## src/rtl/nibarb_pkg.sv

```systemverilog
// ---------------------------------------------------------------------------
// nibarb_pkg
// Shared definitions for the nibble state arbiter:
//   - FSM state encoding (IDLE / WRITE / CLEAR) and its enum type
//   - requester identifiers (A / B)
//   - default STATE width and clear value
// No ports; imported by rr_arbiter2 and nibble_state_arbiter.
// ---------------------------------------------------------------------------
package nibarb_pkg;

   localparam logic [1:0] IDLE  = 2'd0;
   localparam logic [1:0] WRITE = 2'd1;
   localparam logic [1:0] CLEAR = 2'd2;

   typedef enum logic [1:0] {
      ST_IDLE  = IDLE,
      ST_WRITE = WRITE,
      ST_CLEAR = CLEAR
   } state_t;

   localparam logic REQ_ID_A = 1'b0;
   localparam logic REQ_ID_B = 1'b1;

   localparam int         NIBARB_DW      = 8;
   localparam logic [7:0] NIBARB_CLR_VAL = 8'h00;

endpackage : nibarb_pkg

```

## src/rtl/rr_arbiter2.sv

```systemverilog
// ---------------------------------------------------------------------------
// rr_arbiter2
// Purely combinational two-way round-robin pick. The priority pointer is
// owned by the caller; this block only decides who would win right now.
//
// Ports:
//   i_req     [1:0]  request vector, index REQ_ID_A / REQ_ID_B
//   i_ptr            requester holding priority when both request
//   o_win_id         selected requester (meaningful only when o_any_req)
//   o_any_req        at least one request is present
// ---------------------------------------------------------------------------
module rr_arbiter2
   import nibarb_pkg::*;
(
   input  logic [1:0] i_req,
   input  logic       i_ptr,
   output logic       o_win_id,
   output logic       o_any_req
);

   logic w_both;

   assign w_both    = i_req[REQ_ID_A] & i_req[REQ_ID_B];
   assign o_any_req = |i_req;

   // A sole requester always wins; the pointer only breaks ties.
   always_comb begin
      o_win_id = REQ_ID_A;
      if (w_both) begin
         o_win_id = i_ptr;
      end else if (i_req[REQ_ID_B]) begin
         o_win_id = REQ_ID_B;
      end
   end

endmodule : rr_arbiter2

```

## src/rtl/nibble_state_arbiter.sv

```systemverilog
// ---------------------------------------------------------------------------
// nibble_state_arbiter
// Two requesters share one DW-bit STATE register. Each granted write
// replaces one half (nibble) of STATE; CLR synchronously loads CLR_VAL and
// overrides any pending write. Round-robin between A and B, at most one
// committed write every two clocks (IDLE arbitrates, WRITE commits).
//
// Ports:
//   CLOCK            rising-edge clock
//   RST              asynchronous active-high reset
//   CLR              synchronous clear, highest priority
//   REQ_A/REQ_B      write requests, held until the grant is sampled
//   NIB_A/NIB_B      target half: 0 = STATE[0:HW-1], 1 = STATE[HW:DW-1]
//   DATA_A/DATA_B    write data (HW bits), stable while REQ is high
//   GNT_A/GNT_B      grant; STATE is written at the edge ending this cycle
//   STATE            shared register, bit 0 is the MSB
//   BUSY             FSM is not in IDLE
//   STATE_PAR        (only with NIBARB_PARITY_EN) registered XOR of STATE
//
// Optional feature macro: NIBARB_PARITY_EN
// ---------------------------------------------------------------------------
module nibble_state_arbiter
   import nibarb_pkg::*;
#(
   parameter int              DW      = NIBARB_DW,
   parameter logic [DW-1:0]   CLR_VAL = DW'(NIBARB_CLR_VAL)
)
(
   input  logic               CLOCK,
   input  logic               RST,
   input  logic               CLR,
   input  logic               REQ_A,
   input  logic               NIB_A,
   input  logic [DW/2-1:0]    DATA_A,
   output logic               GNT_A,
   input  logic               REQ_B,
   input  logic               NIB_B,
   input  logic [DW/2-1:0]    DATA_B,
   output logic               GNT_B,
   output logic [0:DW-1]      STATE,
`ifdef NIBARB_PARITY_EN
   output logic               STATE_PAR,
`endif
   output logic               BUSY
);

   localparam int HW = DW / 2;

   state_t            r_fsm;
   state_t            w_fsm_nxt;
   logic              r_winner;
   logic              r_ptr;
   logic [0:DW-1]     r_state;
   logic [0:DW-1]     w_state_nxt;

   logic              w_win_id;
   logic              w_any_req;
   logic              w_wr_en;
   logic              w_wr_nib;
   logic [HW-1:0]     w_wr_data;

   rr_arbiter2 u_rr_arbiter2 (
      .i_req     ({REQ_B, REQ_A}),
      .i_ptr     (r_ptr),
      .o_win_id  (w_win_id),
      .o_any_req (w_any_req)
   );

   // A write commits only from WRITE and only if CLR does not override it;
   // the grant is exactly this commit condition, decoded per requester.
   assign w_wr_en   = (r_fsm == ST_WRITE) && !CLR;
   assign GNT_A     = w_wr_en && (r_winner == REQ_ID_A);
   assign GNT_B     = w_wr_en && (r_winner == REQ_ID_B);
   assign w_wr_nib  = (r_winner == REQ_ID_B) ? NIB_B  : NIB_A;
   assign w_wr_data = (r_winner == REQ_ID_B) ? DATA_B : DATA_A;

   assign BUSY  = (r_fsm != ST_IDLE);
   assign STATE = r_state;

   always_comb begin
      w_fsm_nxt = r_fsm;
      case (r_fsm)
         ST_IDLE: begin
            if (CLR) begin
               w_fsm_nxt = ST_CLEAR;
            end else if (w_any_req) begin
               w_fsm_nxt = ST_WRITE;
            end
         end
         ST_WRITE: w_fsm_nxt = CLR ? ST_CLEAR : ST_IDLE;
         ST_CLEAR: w_fsm_nxt = CLR ? ST_CLEAR : ST_IDLE;
         default:  w_fsm_nxt = ST_IDLE;
      endcase
   end

   // Clear is a priority load rather than a forced value, so STATE keeps a
   // single synchronous driver.
   always_comb begin
      w_state_nxt = r_state;
      if (CLR) begin
         w_state_nxt = CLR_VAL;
      end else if (w_wr_en) begin
         if (w_wr_nib == 1'b0) begin
            w_state_nxt[0:HW-1]  = w_wr_data;
         end else begin
            w_state_nxt[HW:DW-1] = w_wr_data;
         end
      end
   end

   always_ff @(posedge CLOCK or posedge RST) begin
      if (RST) begin
         r_fsm    <= ST_IDLE;
         r_winner <= REQ_ID_A;
         r_ptr    <= REQ_ID_A;
         r_state  <= CLR_VAL;
      end else begin
         r_fsm   <= w_fsm_nxt;
         r_state <= w_state_nxt;
         // Winner is frozen for the whole WRITE cycle so the grant cannot
         // hop between requesters if inputs change.
         if ((r_fsm == ST_IDLE) && !CLR && w_any_req) begin
            r_winner <= w_win_id;
         end
         // An aborted (cleared) write leaves the pointer alone so the same
         // requester keeps its turn.
         if (w_wr_en) begin
            r_ptr <= ~r_winner;
         end
      end
   end

`ifdef NIBARB_PARITY_EN
   logic r_par;

   always_ff @(posedge CLOCK or posedge RST) begin
      if (RST) begin
         r_par <= ^CLR_VAL;
      end else begin
         r_par <= ^w_state_nxt;
      end
   end

   assign STATE_PAR = r_par;
`endif

endmodule : nibble_state_arbiter

```

## config.mk

```make
export PLATFORM = sky130hd
export DESIGN_NAME = nibble_state_arbiter
export DESIGN_NICKNAME = d
export VERILOG_FILES = /design/src/rtl/nibarb_pkg.sv /design/src/rtl/rr_arbiter2.sv /design/src/rtl/nibble_state_arbiter.sv
export SDC_FILE = /design/constraint.sdc
export NUM_CORES = 1
export LEC_CHECK = 0
export BUFFER_PORTS_ARGS = -buffer_cell sky130_fd_sc_hd__buf_2
export CAP_MARGIN = 20
export CORE_MARGIN = 5
export CORE_UTILIZATION = 50
export DETAILED_ROUTE_END_ITERATION = 8
export HOLD_SLACK_MARGIN = 0.02
export PLACE_DENSITY = 0.83
export SYNTH_ARGS = -nofsm -noshare
export SYNTH_HDL_FRONTEND = slang
export SYNTH_SLANG_ARGS = --single-unit
```

## constraint.sdc

```tcl
create_clock -name CLOCK -period 4.21 [get_ports CLOCK]
set_input_delay 0.842 -clock CLOCK [delete_from_list [all_inputs] [get_ports CLOCK]]
set_output_delay 0.842 -clock CLOCK [all_outputs]
set_load 0.01 [all_outputs]
```

* Word-level counts from Yosys, hierarchy flattened
Index checks and enable logic that the tools add are counted.
** Word-level totals
- Register bits :: 12
- Output and inout port bits :: 11
- Logic and storage cells :: 37
- Input port bits :: 15
** Operators by class
- Reduce and logical (&&, ||, !) cells :: 14
- Bitwise gates (word level) :: 2
- Mux-type cells :: 12
- Equal/unequal tests :: 4
** Operators with widths (number)
- $mux 8 :: 2
- $mux 4 :: 3
- $mux 2 :: 3
- $reduce_bool 2->1 :: 3
- $logic_and 1x1->1 :: 5
- $pmux 2 s2 :: 1
- $reduce_and 2->1 :: 2
- $reduce_or 2->1 :: 2
- $mux 1 :: 3
- $ne 3x3->1 const B :: 1
- $eq 2x1->1 const B :: 1
- $eq 2x2->1 const B :: 1
- $logic_not 2->1 :: 1
- $ne 2x2->1 const B :: 1
- $and 1x1->1 :: 1
- $logic_not 1->1 :: 1
- $not 1->1 :: 1

* Logic depth before layout (Yosys ltp)
- Depth in word-level cells :: 4
- Depth in mapped cells :: 6
- Mapped depth without buffers :: 5

* Modules after synthesis
From an unflattened synthesis, not the netlist that was laid out.
** Second synthesis, totals
- Cells, all modules :: 65
- Area, all modules :: 705.7 um^2
** By module, submodules not included
- nibble_state_arbiter :: cells an instance 62, times used 1, area an instance 688.2 um^2
- rr_arbiter2 :: cells an instance 3, times used 1, area an instance 17.5 um^2

* Least setup slack after synthesis
No wires, ideal clock.
- Path kind :: input to output
- Start :: input port CLR
- End :: output port GNT_B
- Arrival time :: 1161 ps
- Stages :: 2
- Path slack :: 2207 ps
- Buffers on the path :: 0
- Cell sequence :: nor2b_1 > and2_2
** Between the ends
- Word-level cells in the longest chain between the ends :: 3
** Ends and longest elaborated chain
- start, declared :: RTL line nibble_state_arbiter.sv:31 : input logic CLR,
- $logic_not 1->1 :: RTL line nibble_state_arbiter.sv:71 : assign w_wr_en = (r_fsm == ST_WRITE) && !CLR;
- $logic_and 1x1->1 :: RTL line nibble_state_arbiter.sv:71
- $logic_and 1x1->1 :: RTL line nibble_state_arbiter.sv:73 : assign GNT_B = w_wr_en && (r_winner == REQ_ID_B);
- end, declared :: RTL line nibble_state_arbiter.sv:39 : output logic GNT_B,
Every way passes these cells.

* Worst setup path after layout
- Start :: register r_fsm[1]
- End :: output port GNT_B
** Between the ends
- Word-level cells in the longest chain between the ends :: 3
** Ends and longest elaborated chain
- start, declared :: RTL line nibble_state_arbiter.sv:49 : state_t r_fsm;
- start signal, assigned :: RTL line nibble_state_arbiter.sv:118 : r_fsm <= w_fsm_nxt;
- $eq 2x1->1 :: RTL line nibble_state_arbiter.sv:71
- $logic_and 1x1->1 :: RTL line nibble_state_arbiter.sv:71
- $logic_and 1x1->1 :: RTL line nibble_state_arbiter.sv:73
Every way passes these cells.

==> results_dict.tcl <==
set metrics [dict create \
    fin_nets 108 \
    cts_setup_buffers 0 \
    synth_sequential_area_ratio_pct 43.2 \
    initial_util_pct 53.5 \
    globalRoute.totalOverflow 0 \
    clock-sinks 12 \
    setup_total_negative_slack_ns 0 \
    final_cell_area_sq_um 852 \
    share_seq_of_total_power_pct 41.0 \
    timing.critical_path.fanout_max 10 \
    postSynthRegisterBits 12 \
    number_of_cells_in_the_design_after_placement 100 \
    crit_path_end_kind "output port" \
    ys_types 21 \
    insertion_delay_ns 0.27 \
    cts-resized-gates 0 \
    timing.final.max_slew_violations 0 \
    holdBufCountCts 0 \
    holdPathEnd "r_ptr$_DFFE_PP0N_" \
    instances_no_fill 104 \
    setup-violations-final 0 \
    finish.utilization_pct 65.5 \
    pwr_density_cell_nw_per_um2 503 \
    power.ir.vdd_worst_v 0.000263 \
    final_layout_size_suffix_gt1_share_pct 41.6 \
    syn_avg_cell_area_sq_um 11.0 \
    drt_pre_antenna_iters 4 \
    wl_final_um 1480 \
    timing.rr.start "r_winner$_DFFE_PP0P_" \
    io_buffers 25 \
    critical_path_required_ns 3.37 \
    synth-edff-count 0 \
    area_growth_pct 22.5 \
    worstRegToRegCells 3 \
    reg2reg_slack_ns 2.52 \
    ys.flop_type "dfrtp_1" \
    max_slew.worst_pin.slew_ns 0.458 \
    largest_family_of_logic_cells_by_synthesized_area "multiplexers" \
    hpwl_um 1140 \
    cts_max_level 1 \
    finalWeightedCongestion 0.735 \
    drt.antenna.violating_nets 0 \
    post_synthesis_xor_xnor_area_fraction_pct 0 \
    first_pass_grt_wire_length_um 2340 \
    ctsRootBufferMaster "clkbuf_4" \
    multi_input_comb_area_sq_um 357 \
    drt_iter0_drc 12 \
    whs_ns 0.520 \
    maxSlewHeadroom_pct 69.4 \
    io_pins 26 \
    critical_path_class "register to output port" \
    ctsLongestPathBuffers 2 \
    critical_path_buf_inv_count 2 \
    worst_clock_skew_ns 0.000658 \
    power.switching_fraction_pct 35.6 \
    die_w_um 47.3 \
    route.vias.total 559 \
    max-cap-violations 0 \
    synth_area_sq_um 696 \
    worstHoldPathCells 2 \
    grt_start_max_net_pins 17 \
    cts-buffers-inserted 3 \
    design.core.area_sq_um 1300 \
    worst_ep_arrival_time_ns 1.69 \
    timing.final.ws_setup_ns 1.68 \
    nFillCells 120 \
    cts_tree "yes" \
    crit_slowest_cell "dfrtp_1" \
    min-delay-start "r_ptr$_DFFE_PP0N_" \
    p_int_mw 0.276 \
    floorplan.rows 13 \
    yosys.area_share.adder_pct 5.40 \
    finalCriticalPeriod_ns 2.53 \
    via_count_of_the_first_global_routing_pass 558 \
    drt-wirelength-per-cell_um 14.3 \
    antenna_cells 0 \
    post-route-drc-count 0 \
    die-area_sq_um 2240 \
    synthArstFlopShare_pct 100 \
    layout.cells.most_common_list "25 x buf_2, 12 x dfrtp_1, 7 x nor2b_1, 6 x nor2_1, 5 x a21oi_1" \
    post-route-period-util_pct 60.2 \
    finalHoldViolCount 0 \
    p_clk_share_pct 21.2 \
    antenna_found_initial 0 \
    status "finished clean" \
    die_y_um 47.3 \
    yosys-mux-area-fraction_pct 17.6 \
    complex_gate_fraction_of_the_synthesized_area_pct 11.5 \
    dp_slack_ns 1.84 \
    overall_power_after_layout_mw 0.429 \
    crit_chain "inv_1 > ha_1 > nor2b_1 > and2_2 > buf_2" \
    synth.yosys.warnings 0 \
    placedInstanceArea_sq_um 816 \
    synthesis.nets 81 \
    clkTransAtPathRegs_ns 0.08 \
    grt_setup_unrepaired "no" \
    comb_power_share_pct 37.8 \
    reg2reg_to "STATE[7]$_DFFE_PP0P_" \
    total_leakage_power_nw 0.467 \
    fmax_mhz 395 \
    via_per_inst 5.38 \
    critical-path-top-delay-family "simple AND/OR/NAND/NOR gates" \
    gr-usage-all-layers_pct 15.2 \
    switching_power_total_mw 0.153 \
    min_path_type "register to register" \
    critical-path-max-stage-delay_ns 0.41 \
    seq_area_sq_um 300 \
    setup.worst_path.start_class "register" \
    postSynthCellCount 63 \
    mostFrequentLayoutCell "buf_2" \
    synth-simple-area-share_pct 16.7 \
]
==> flip-flops by register name, summed over array words and instances (netlist names) <==
signal    cells
r_winner      1
r_ptr         1
r_fsm         2
STATE         8
==> area by class of cell <==
| class | instances | share of cell area, % |
|---|---|---|
| clock buffers | 4 | 4.26 |
| inverters | 4 | 1.76 |
| multi-input cells | 44 | 41.9 |
| flip-flops and latches | 12 | 35.2 |
| well taps | 15 | 2.20 |
| repair buffers | 25 | 14.7 |
==> cells by family (layout without fill, tap and decap cells) <==
kind of cell / count (synthesis) / in the layout
and+or+nand+nor: 20 / 20
AOI/OAI and AO/OA: 12 / 12
DFF: 12 / 12
adders and majority gates: 3 / 3
buffers and inverters: 7 / 33
muxes: 9 / 9
==> power groups by stage <==
| stage | registers, mW | clock network [mW] | logic [mW] |
|---|---|---|---|
| floorplan | 0.162 | 0 | 0.138 |
| global placement | 0.175 | 0 | 0.155 |
| detailed placement | 0.178 | 0 | 0.161 |
| CTS | 0.175 | 0.0934 | 0.163 |
| global route | 0.179 | 0.0996 | 0.180 |
| finish | 0.176 | 0.0908 | 0.162 |
==> Yosys cell counts, types with 3 or more instances <==
cell,number,area [sq um]
dfrtp_1,12,300
nor2b_1,7,43.8
nor2_1,6,22.5
a21oi_1,5,25.0
a311oi_1,4,35.0
inv_1,4,15.0
mux2_4,4,60.1
mux2i_1,4,40.0
ha_1,3,37.5
nand2_1,3,11.3
==> per-layer routing <==
metal / global-route usage, % / up-vias / wire length (um)
li1: - / 268 / -
met4: 7.73 / 0 / 10
met5: 0 / - / 0
met3: 5.36 / 2 / 135
met2: 24.3 / 36 / 714
met1: 18.0 / 253 / 624
==> worst max path at each step <==
| stage | startpoint | end | cells after the start |
|---|---|---|---|
| final | r_fsm[1]$_DFFE_PP0P_ | GNT_B | 5 |
| after global routing | r_fsm[1]$_DFFE_PP0P_ | GNT_B | 5 |
| after CTS | r_fsm[1]$_DFFE_PP0P_ | GNT_B | 5 |
| after detailed placement | CLR | GNT_B | 4 |
| after global placement | CLR | GNT_B | 4 |
| after floorplan | CLR | GNT_B | 2 |
==> worst reg2reg max path, delay by kind of cell, from the launching register on <==
| kind | cells | cell delay, ns |
|---|---|---|
| multiplexers | 2 | 0.73 |
| flip-flops | 1 | 0.61 |
| AND/OR/NAND/NOR | 1 | 0.24 |
(Power assumes the default switching activity.)
